==> src/rtl/pattern_capture_sync.sv <==
// rtl/pattern_capture_sync.sv - synchronised pattern-match edge capture into a first-word fall-through FIFO
// Optional per-entry timestamps and the cap_ts port are enabled by defining CAPTURE_TIMESTAMP_EN.
module pattern_capture_sync #(
  parameter int               WIDTH       = 4,
  parameter logic [WIDTH-1:0] MATCH       = {WIDTH{1'b1}},
  parameter int               DEPTH       = 4,
  parameter int               SYNC_STAGES = 2
`ifdef CAPTURE_TIMESTAMP_EN
  ,
  parameter int               TS_WIDTH    = 16
`endif
) (
  input  logic                       clk,
  input  logic                       reset,
  input  logic [WIDTH-1:0]           q_in,
  input  logic [1:0]                 edge_mode,
  input  logic                       rd_en,
  input  logic                       clr_ovf,
  output logic                       match_flag,
  output logic                       cap_valid,
  output logic [WIDTH-1:0]           cap_data,
  output logic [$clog2(DEPTH+1)-1:0] cap_count,
  output logic                       overflow
`ifdef CAPTURE_TIMESTAMP_EN
  ,
  output logic [TS_WIDTH-1:0]        cap_ts
`endif
);

  localparam int AW = (DEPTH > 1) ? $clog2(DEPTH) : 1;
  localparam int CW = $clog2(DEPTH + 1);
  localparam int WW = $clog2(SYNC_STAGES + 2);
  localparam logic [WW-1:0] WARM_DONE = WW'(SYNC_STAGES + 1);
  localparam logic [CW-1:0] FULL_CNT  = CW'(DEPTH);

  logic [WIDTH-1:0] sync_q [SYNC_STAGES];
  logic [WIDTH-1:0] qs;
  logic             match;
  logic             match_flag_q;
  logic             rise;
  logic             fall;
  logic             events_en;
  logic             cap_evt;

  logic [WW-1:0]    warm_q;
  logic [WW-1:0]    warm_d;

  logic [WIDTH-1:0] mem_q [DEPTH];
  logic [AW-1:0]    wr_ptr_q;
  logic [AW-1:0]    wr_ptr_d;
  logic [AW-1:0]    rd_ptr_q;
  logic [AW-1:0]    rd_ptr_d;
  logic [CW-1:0]    count_q;
  logic [CW-1:0]    count_d;
  logic             ovf_q;
  logic             ovf_d;
  logic             full;
  logic             pop;
  logic             wr_en;
  logic             drop;

  always_ff @(posedge clk) begin
    if (reset) begin
      for (int i = 0; i < SYNC_STAGES; i++) sync_q[i] <= '0;
    end else begin
      sync_q[0] <= q_in;
      for (int i = 1; i < SYNC_STAGES; i++) sync_q[i] <= sync_q[i-1];
    end
  end

  assign qs    = sync_q[SYNC_STAGES-1];
  assign match = (qs == MATCH);
  assign rise  = match & ~match_flag_q;
  assign fall  = ~match & match_flag_q;

  // Warm-up masks the spurious edges the sync chain produces while it fills after reset.
  assign events_en = (warm_q == WARM_DONE);
  assign warm_d    = events_en ? warm_q : warm_q + WW'(1);

  always_comb begin
    cap_evt = 1'b0;
    case (edge_mode)
      2'b00:   cap_evt = fall;
      2'b01:   cap_evt = rise;
      2'b10:   cap_evt = rise | fall;
      default: cap_evt = 1'b0;
    endcase
    cap_evt = cap_evt & events_en;
  end

  // A pop on a full FIFO frees the slot the coincident write needs; an empty FIFO never pops.
  assign full  = (count_q == FULL_CNT);
  assign pop   = rd_en & (count_q != '0);
  assign wr_en = cap_evt & (~full | pop) & ~reset;
  assign drop  = cap_evt & full & ~pop;

  always_comb begin
    wr_ptr_d = wr_en ? wr_ptr_q + AW'(1) : wr_ptr_q;
    rd_ptr_d = pop ? rd_ptr_q + AW'(1) : rd_ptr_q;
    case ({wr_en, pop})
      2'b10:   count_d = count_q + CW'(1);
      2'b01:   count_d = count_q - CW'(1);
      default: count_d = count_q;
    endcase
    if (drop)         ovf_d = 1'b1;
    else if (clr_ovf) ovf_d = 1'b0;
    else              ovf_d = ovf_q;
  end

  always_ff @(posedge clk) begin
    if (reset) begin
      match_flag_q <= 1'b0;
      warm_q       <= '0;
      wr_ptr_q     <= '0;
      rd_ptr_q     <= '0;
      count_q      <= '0;
      ovf_q        <= 1'b0;
    end else begin
      match_flag_q <= match;
      warm_q       <= warm_d;
      wr_ptr_q     <= wr_ptr_d;
      rd_ptr_q     <= rd_ptr_d;
      count_q      <= count_d;
      ovf_q        <= ovf_d;
    end
  end

  always_ff @(posedge clk) begin
    if (wr_en) mem_q[wr_ptr_q] <= qs;
  end

  assign match_flag = match_flag_q;
  assign cap_valid  = (count_q != '0);
  assign cap_data   = cap_valid ? mem_q[rd_ptr_q] : '0;
  assign cap_count  = count_q;
  assign overflow   = ovf_q;

`ifdef CAPTURE_TIMESTAMP_EN
  logic [TS_WIDTH-1:0] ts_q;
  logic [TS_WIDTH-1:0] ts_mem_q [DEPTH];

  always_ff @(posedge clk) begin
    if (reset) ts_q <= '0;
    else       ts_q <= ts_q + TS_WIDTH'(1);
  end

  always_ff @(posedge clk) begin
    if (wr_en) ts_mem_q[wr_ptr_q] <= ts_q;
  end

  assign cap_ts = cap_valid ? ts_mem_q[rd_ptr_q] : '0;
`endif

endmodule
==> config.mk <==
export PLATFORM = sky130hd
export DESIGN_NAME = pattern_capture_sync
export DESIGN_NICKNAME = d
export VERILOG_FILES = /design/src/rtl/pattern_capture_sync.sv
export SDC_FILE = /design/constraint.sdc
export NUM_CORES = 1
export LEC_CHECK = 0
export BUFFER_PORTS_ARGS = -buffer_cell sky130_fd_sc_hd__buf_2
export CAP_MARGIN = 20
export CORE_MARGIN = 1.5
export CORE_UTILIZATION = 40
export CTS_BUF_LIST = sky130_fd_sc_hd__clkbuf_8 sky130_fd_sc_hd__clkbuf_16
export DETAILED_ROUTE_END_ITERATION = 10
export GPL_ROUTABILITY_DRIVEN = 0
export GPL_TIMING_DRIVEN = 0
export HOLD_SLACK_MARGIN = 0.08
export PLACE_DENSITY = 0.68
export SLEW_MARGIN = 20
export SYNTH_ARGS = -nofsm -noshare
export SYNTH_HDL_FRONTEND = slang
export SYNTH_SLANG_ARGS = --single-unit
==> constraint.sdc <==
create_clock -name clk -period 5.5 [get_ports clk]
set_input_delay 0.825 -clock clk [delete_from_list [all_inputs] [get_ports clk]]
set_output_delay 0.825 -clock clk [all_outputs]
set_load 0.005 [all_outputs]
==> results.md, run 1 <==
- Maximum VDD drop: 0.000162 V
- Total GRT Usage: between 10 and 15%
- Die width: 65.2 um
- Final Cell Area: 1810 um^2
- CTS tree: yes
- Power density cells: 305 nW/um^2
- Most frequent cell after synthesis: dfxtp_1
- Top-level I/O count: 20
- Final count of hold timing violations: 0
- Outcome: complete, no violations
- RSZ-0062 raised after global routing: false
- Place WS: 2.62 ns
- Crit end category: flop
- Sequential share of the synthesized area: 58.2%
- Worst-path clk slew: 0.07 ns
- Synth area leaders: edfxtp_1 (31%), dfxtp_1 (27%), ha_1 (6.5%)
- Cts bufs inserted: 5
- Hold WC Path Type: reg2reg
- Synth Flop Type: dfxtp_1
- Pin count of the biggest net entering global routing: 13
- Max Root-Sink Buffers: 2
- Placed Cells: ~190
- P_leak: 0.720 nW
- M2 GR Usage: 19.5%
- Remaining antenna violation count: 0
- Routed wire length: around 2200 um
- Initial Utilization: a little over two fifths
- Worst rel slew slack: 69.2%
- Root buf cell: clkbuf_8
- Finished Layout Cells: a little under 200
- Kind of critical path: reg2reg
- Clk_lat worst skew: 0.29 ns
- Starting DRC count in detailed routing: 26
- Core area: ~3700 um^2
- Post-CTS Hold Buffers: 0
- Dpl hpwl: 1680 um
- Area grow syn2layout: 17.2%
- Final worst slack: roughly 2.8 ns
- # setup viols final: 0
- GRT overflow: 0
- CP Max Fanout: 5
- Final worst path period share: ~48%
- Area fraction of the dominant cell type after synthesis: 31.0%
- H-Tree Level Count: 2
- Mapped Area: 1550 um^2
- Syn Inst Count: 118
- Final-report max-slew violation count: 0
- Number of max-cap violations: 0
- Buffer count from post-CTS setup fixing: 0
- Post-synth ARST share: 0%
- Syn_area_per_cell: 13.1 um^2
- Resize count post-CTS: 0
- TritonRoute pass-1 iters: 4
- CP startpoint kind: flop
- Antenna violations before repair: 0
- Worst Path Arrival: between 2 and 3 ns
- Number of diodes: 0
- Clock sinks: 37
- Die height: between 60 and 70 um
- Setup Total Neg Slack: 0 ns
- Commonest cells post-synth: dfxtp_1 (21), edfxtp_1 (16), nor2b_1 (12), nor2_1 (11), inv_1 (9)
- Synth unique cells: 29
- Fmax: 377 MHz
- First-pass GRT wire length: roughly 3700 um
- Nets@finish: 163
- Share of cells above drive strength 1: 28.3%
- Worst Skew: 0.00413 ns
- Synth area leader: edfxtp_1
- Number of synthesized flops with an enable pin: 16
- Number of port buffers: 19
- M1 GR Usage: 13.7%
- Least-Margin Pin Slew: 0.461 ns
- Die ar.: between 4000 and 5000 um^2
- FF+latch count, synth: 37
- Minimum clock period after layout: 2.65 ns
- WL/cell: 11.4 um
- Busiest grt layer: met2
- Global-route met3 utilization: 5.65%
- CP Data Required Time: 5.72 ns
- Via Count: 889
- Vias per cell: 4.61
- Yosys warns: 0
- Vias in the first global route: between 800 and 900
- Mapped Nets: 137
- Post-route DRC: 0
- Core Rows: 22
- Total Power: between 0.5 and 0.6 mW
- Dpl cell area: 1700 um^2
-- power by group --
group          switching [mW]  total [mW]  internal (mW)
clock network          0.0928       0.227          0.134
registers             0.00513       0.298          0.293
logic                  0.0135      0.0282         0.0148
-- logic make-up (layout without fill, tap and decap cells) --
group | after synthesis | count (layout) | synth area share [%]
AO/OA/AOI/OAI | 5 | 5 | 1.94
XOR/XNOR | 5 | 5 | 3.31
adder cells (fa/ha/maj) | 9 | 9 | 7.76
buffers and inverters | 12 | 39 | 3.40
flip-flops | 37 | 37 | 58.2
multiplexers | 7 | 7 | 7.84
AND/OR/NAND/NOR | 43 | 43 | 17.5
-- through the flow --
step | utilization [%] | hold slack (ns)
after global placement | 46.2 | 0.425
after floorplan | - | 0.414
after CTS | 49.2 | 0.445
after detailed placement | 46.2 | 0.429
final | 49.2 | 0.443
after global routing | 49.2 | 0.462
-- final timing paths --
kind,slack (ns),start,cells past startpoint,endpoint
worst max-delay path,2.85,sync_q[0][5],13,cap_count[2]
worst min-delay path,0.44,sync_q[0][3],1,sync_q[0][7]
worst max register to register,2.85,sync_q[0][5],13,cap_count[2]
worst min register to register,0.44,sync_q[0][3],1,sync_q[0][7]
-- critical path: stages, from the launching register on --
cell,delay (ns)
dfxtp_1,0.40
nand4_1,0.19
inv_1,0.10
ha_1,0.23
nor2b_1,0.14
nor3_2,0.08
nor4_2,0.37
inv_1,0.09
ha_1,0.23
inv_1,0.07
fa_1,0.17
xor2_1,0.07
or3_1,0.31
a21oi_1,0.14
-- layout make-up --
| cell class | instances | area (um^2) |
|---|---|---|
| buffer | 3 | 18.8 |
| timing repair buffer | 19 | 95.1 |
| tap | 48 | 60.1 |
| sequential | 37 | 901 |
| fill | 345 | 1870 |
| multi-input combinational | 69 | 594 |
| clock inverter | 3 | 42.5 |
| inverter | 9 | 33.8 |
| clock buffer | 5 | 68.8 |
-- placed cells by master (no fill, tap or decap), types with 2 or more instances in the layout --
cell and count:
and2_2 4, nand2b_1 2, a21oi_1 2, mux4_2 4, clkbuf_8 5, xor2_1 4
buf_2 19, nor2_1 11, nor3_2 2, or3_1 2, dfxtp_1 21, inv_1 10
mux2i_1 2, nor2b_1 12, and2_1 4, ha_1 8, edfxtp_1 16, clkbuf_1 2
-- registers in the layout, indices dropped and copies added (netlist names), named ones only --
register / cells
mem_q: 16
sync_q: 8
cap_count: 3
wr_ptr_q: 2
overflow: 1
match_flag: 1
warm_q: 2
rd_ptr_q: 2
-- per-layer routing --
metal  wire length, um  part of all wire, %
met5                 0                    0
met4                55                  2.5
met3               132                  6.0
met2              1080                   49
met1               931                   42
Note: power is estimated with default switching activity, not from simulation.
==> run 2, diff against run 1 <==
--- a/config.mk
+++ b/config.mk
@@ -14,7 +14,7 @@
 export GPL_ROUTABILITY_DRIVEN = 0
 export GPL_TIMING_DRIVEN = 0
 export HOLD_SLACK_MARGIN = 0.08
-export PLACE_DENSITY = 0.68
+export PLACE_DENSITY = 0.7
 export SLEW_MARGIN = 20
 export SYNTH_ARGS = -nofsm -noshare
 export SYNTH_HDL_FRONTEND = slang
==> constraint.sdc (replaced) <==
create_clock -name clk -period 2.3 [get_ports clk]
set_input_delay 0.345 -clock clk [delete_from_list [all_inputs] [get_ports clk]]
set_output_delay 0.345 -clock clk [all_outputs]
set_load 0.005 [all_outputs]
==> run 2 against run 1 <==
  * Clock power grew 92%
  * Critical endpoint unchanged
  * The flow now finishes with violations (negative setup slack)
  * Hold slack lost 0.17 ns
  * Clock-buffer cell count is the same
  * Highest routed layer unchanged
  * Wire length grew 35%
  * Maximum frequency grew 7.2%
==> results.md, run 2 (synthesis gave the netlist of run 1 again) <==
- Die width: 65.2 um
- Top delay family on crit path: simple AND/OR/NAND/NOR gates
- CP startpoint kind: flop
- Cts bufs inserted: 5
- Clk_lat worst skew: 0.29 ns
- Antenna violations before repair: 0
- Final-report max-slew violation count: 0
- Reg with most FFs: mem_q
- Share of cells above drive strength 1: 47.1%
- Final Core Density: 56.5%
- Final worst slack: -0.172 ns
- Slowest cell on the critical path: or3_1
- Top-level I/O count: 20
- Minimum clock period after layout: 2.47 ns
- Final count of hold timing violations: 0
- Root buf cell: clkbuf_8
- Number of max-cap violations: 0
- Vias in the first global route: roughly 1000
- WHS Path Cells: 2
- Max Root-Sink Buffers: 2
- Area grow syn2layout: 34.6%
- Via Count: 995
- WL/cell: between 10 and 15 um
- Number of port buffers: 19
- Maximum VDD drop: 0.000521 V
- Dpl hpwl: 1790 um
- Routed wire length: 2960 um
- Crit end category: flop
- Worst Hold End: sync_q[0][1]
- Setup Total Neg Slack: -0.352 ns
- CP Max Fanout: 3
- CP Data Required Time: 2.52 ns
- Commonest non-fill, non-tap cells in the layout: buf_2 (19), dfxtp_1 (17), edfxtp_1 (16), buf_4 (16)
- Finished Layout Cells: 218
- Bufs and invs on worst path: 2
- Number of diodes: 0
- Kind of critical path: reg2reg
- CTS tree: yes
- H-Tree Level Count: 2
- Hold Slack: 0.269 ns
- First-pass GRT wire length: 4800 um
- Core area: 3690 um^2
- Clock sinks: 37
- Remaining antenna violation count: 0
- Hold WC Path Type: in2reg
- CP Cell Sequence: nand4_1 -> ha_2 -> nor2b_1 -> nor3_4 -> nor4_4 -> inv_1 -> ha_4 -> inv_2 -> fa_2 -> xor2_1 -> or3_1 -> a21oi_2
- R2R Path Start: sync_q[0][6]
- Starting DRC count in detailed routing: 22
- Hold wc startpoint: q_in[1]
- Die ar.: 4250 um^2
- P_leak: 0.841 nW
- TritonRoute pass-1 iters: 4
- Pin count of the biggest net entering global routing: 13
- Post-route DRC: 0
- Worst-path clk slew: 0.07 ns
- # fillers: 290
- Worst Path Arrival: 2.69 ns
- Initial Utilization: between 40% and 50%
- Worst R2R Setup Slack: -0.17 ns
- Fmax: approximately 400 MHz
- Post-CTS Hold Buffers: 0
- Worst rel slew slack: 64.5%
- Flip-flop and latch area: 908 um^2
- Area of the multi-input gates: 658 um^2
- Worst R2R End: cap_count[2]
- RSZ-0062 raised after global routing: true
- Least-Margin Pin Slew: 0.531 ns
- Total GRT Usage: between 15 and 20%
- Violated checks: negative setup slack
- Nets@finish: ~190
- # setup viols final: 3
- Commonest non-fill, non-tap cell in the layout: buf_2
- Reg2Reg Depth: 12
- Max stage delay on crit path: 0.34 ns
- Vias per cell: roughly 4.6
- Placed Cells: 185
- Core Rows: 22
- GRT overflow: 0
- CP startpoint: sync_q[0][6]
- Final worst path period share: 107%
- Die height: between 60 and 70 um
- Worst Skew: roughly 0.0044 ns
- Power density cells: 593 nW/um^2
- Outcome: finished with violations
- Max FFs per register: 16
[run 2: changes by cell type in the layout (fill, tap and decap cells not counted), moves of 2 or more]
cell | previous run | this run
a21oi_1 | 2 | 0
a21oi_2 | 0 | 2
buf_4 | 0 | 16
buf_6 | 1 | 10
clkinvlp_4 | 0 | 2
dfxtp_1 | 21 | 17
dfxtp_2 | 0 | 3
ha_1 | 8 | 6
nor2b_1 | 12 | 10
[run 2: metal layers]
layer  track usage (%)  wire [um]  vias to the layer above
met5                 0          0                        -
met4              9.38        100                        0
met3              5.99        129                        9
met2              23.9       1420                       18
met1              18.8       1300                      469
li1                  -          -                      499
[run 2: worst reg2reg max path, delay by kind of cell (launching register included)]
family / cells / cell delay [ns]
AOI/OAI and AO/OA: 1 / 0.12
buffers and inverters: 2 / 0.14
DFF: 1 / 0.33
xor gates and xnor gates: 1 / 0.16
and+or+nand+nor: 5 / 0.97
adders and majority gates: 3 / 0.69
[run 2: repair_timing]
action / in CTS / in global routing
pin swaps: 4 / 5
gates resized for setup: 18 / 9
endpoints found under the setup margin: 3 / 3
buffers inserted: 22 / 3
[run 2: layout make-up]
class                   instances  area share (%)
clock buffers                   5            3.30
multi-input cells              69            31.6
flip-flops and latches         37            43.6
repair buffers                 44            15.2
plain buffers                   3           0.901
clock inverters                 3           0.901
inverters                       9            1.62
well taps                      48            2.88
[run 2: power breakdown]
group | internal, mW | leakage [nW] | total [mW] | switching (mW)
Clock | 0.209 | 0.0416 | 0.436 | 0.227
Combinational | 0.0463 | 0.479 | 0.0891 | 0.0429
Sequential | 0.700 | 0.320 | 0.710 | 0.0101
Total | 0.955 | 0.841 | 1.24 | 0.280
[run 2: worst max-delay path by stage]
stage | endpoint | slack [ns] | cells past startpoint
finish | cap_count[2] | -0.17 | 12
detailed placement | cap_count[2] | -0.39 | 13
global placement | cap_count[2] | -0.29 | 13
CTS | cap_count[2] | -0.24 | 13
floorplan | cap_count[2] | -0.07 | 13
global route | cap_count[2] | -0.28 | 12
[run 2: stage by stage]
| step | total power [mW] | setup slack, ns | instance area, um^2 |
|---|---|---|---|
| after floorplan | 0.772 | -0.0661 | 1550 |
| after global placement | 0.791 | -0.286 | 1710 |
| after detailed placement | 0.799 | -0.390 | 1710 |
| after CTS | 1.23 | -0.236 | 2020 |
| after global routing | 1.29 | -0.278 | 2080 |
| final | 1.24 | -0.172 | 2080 |
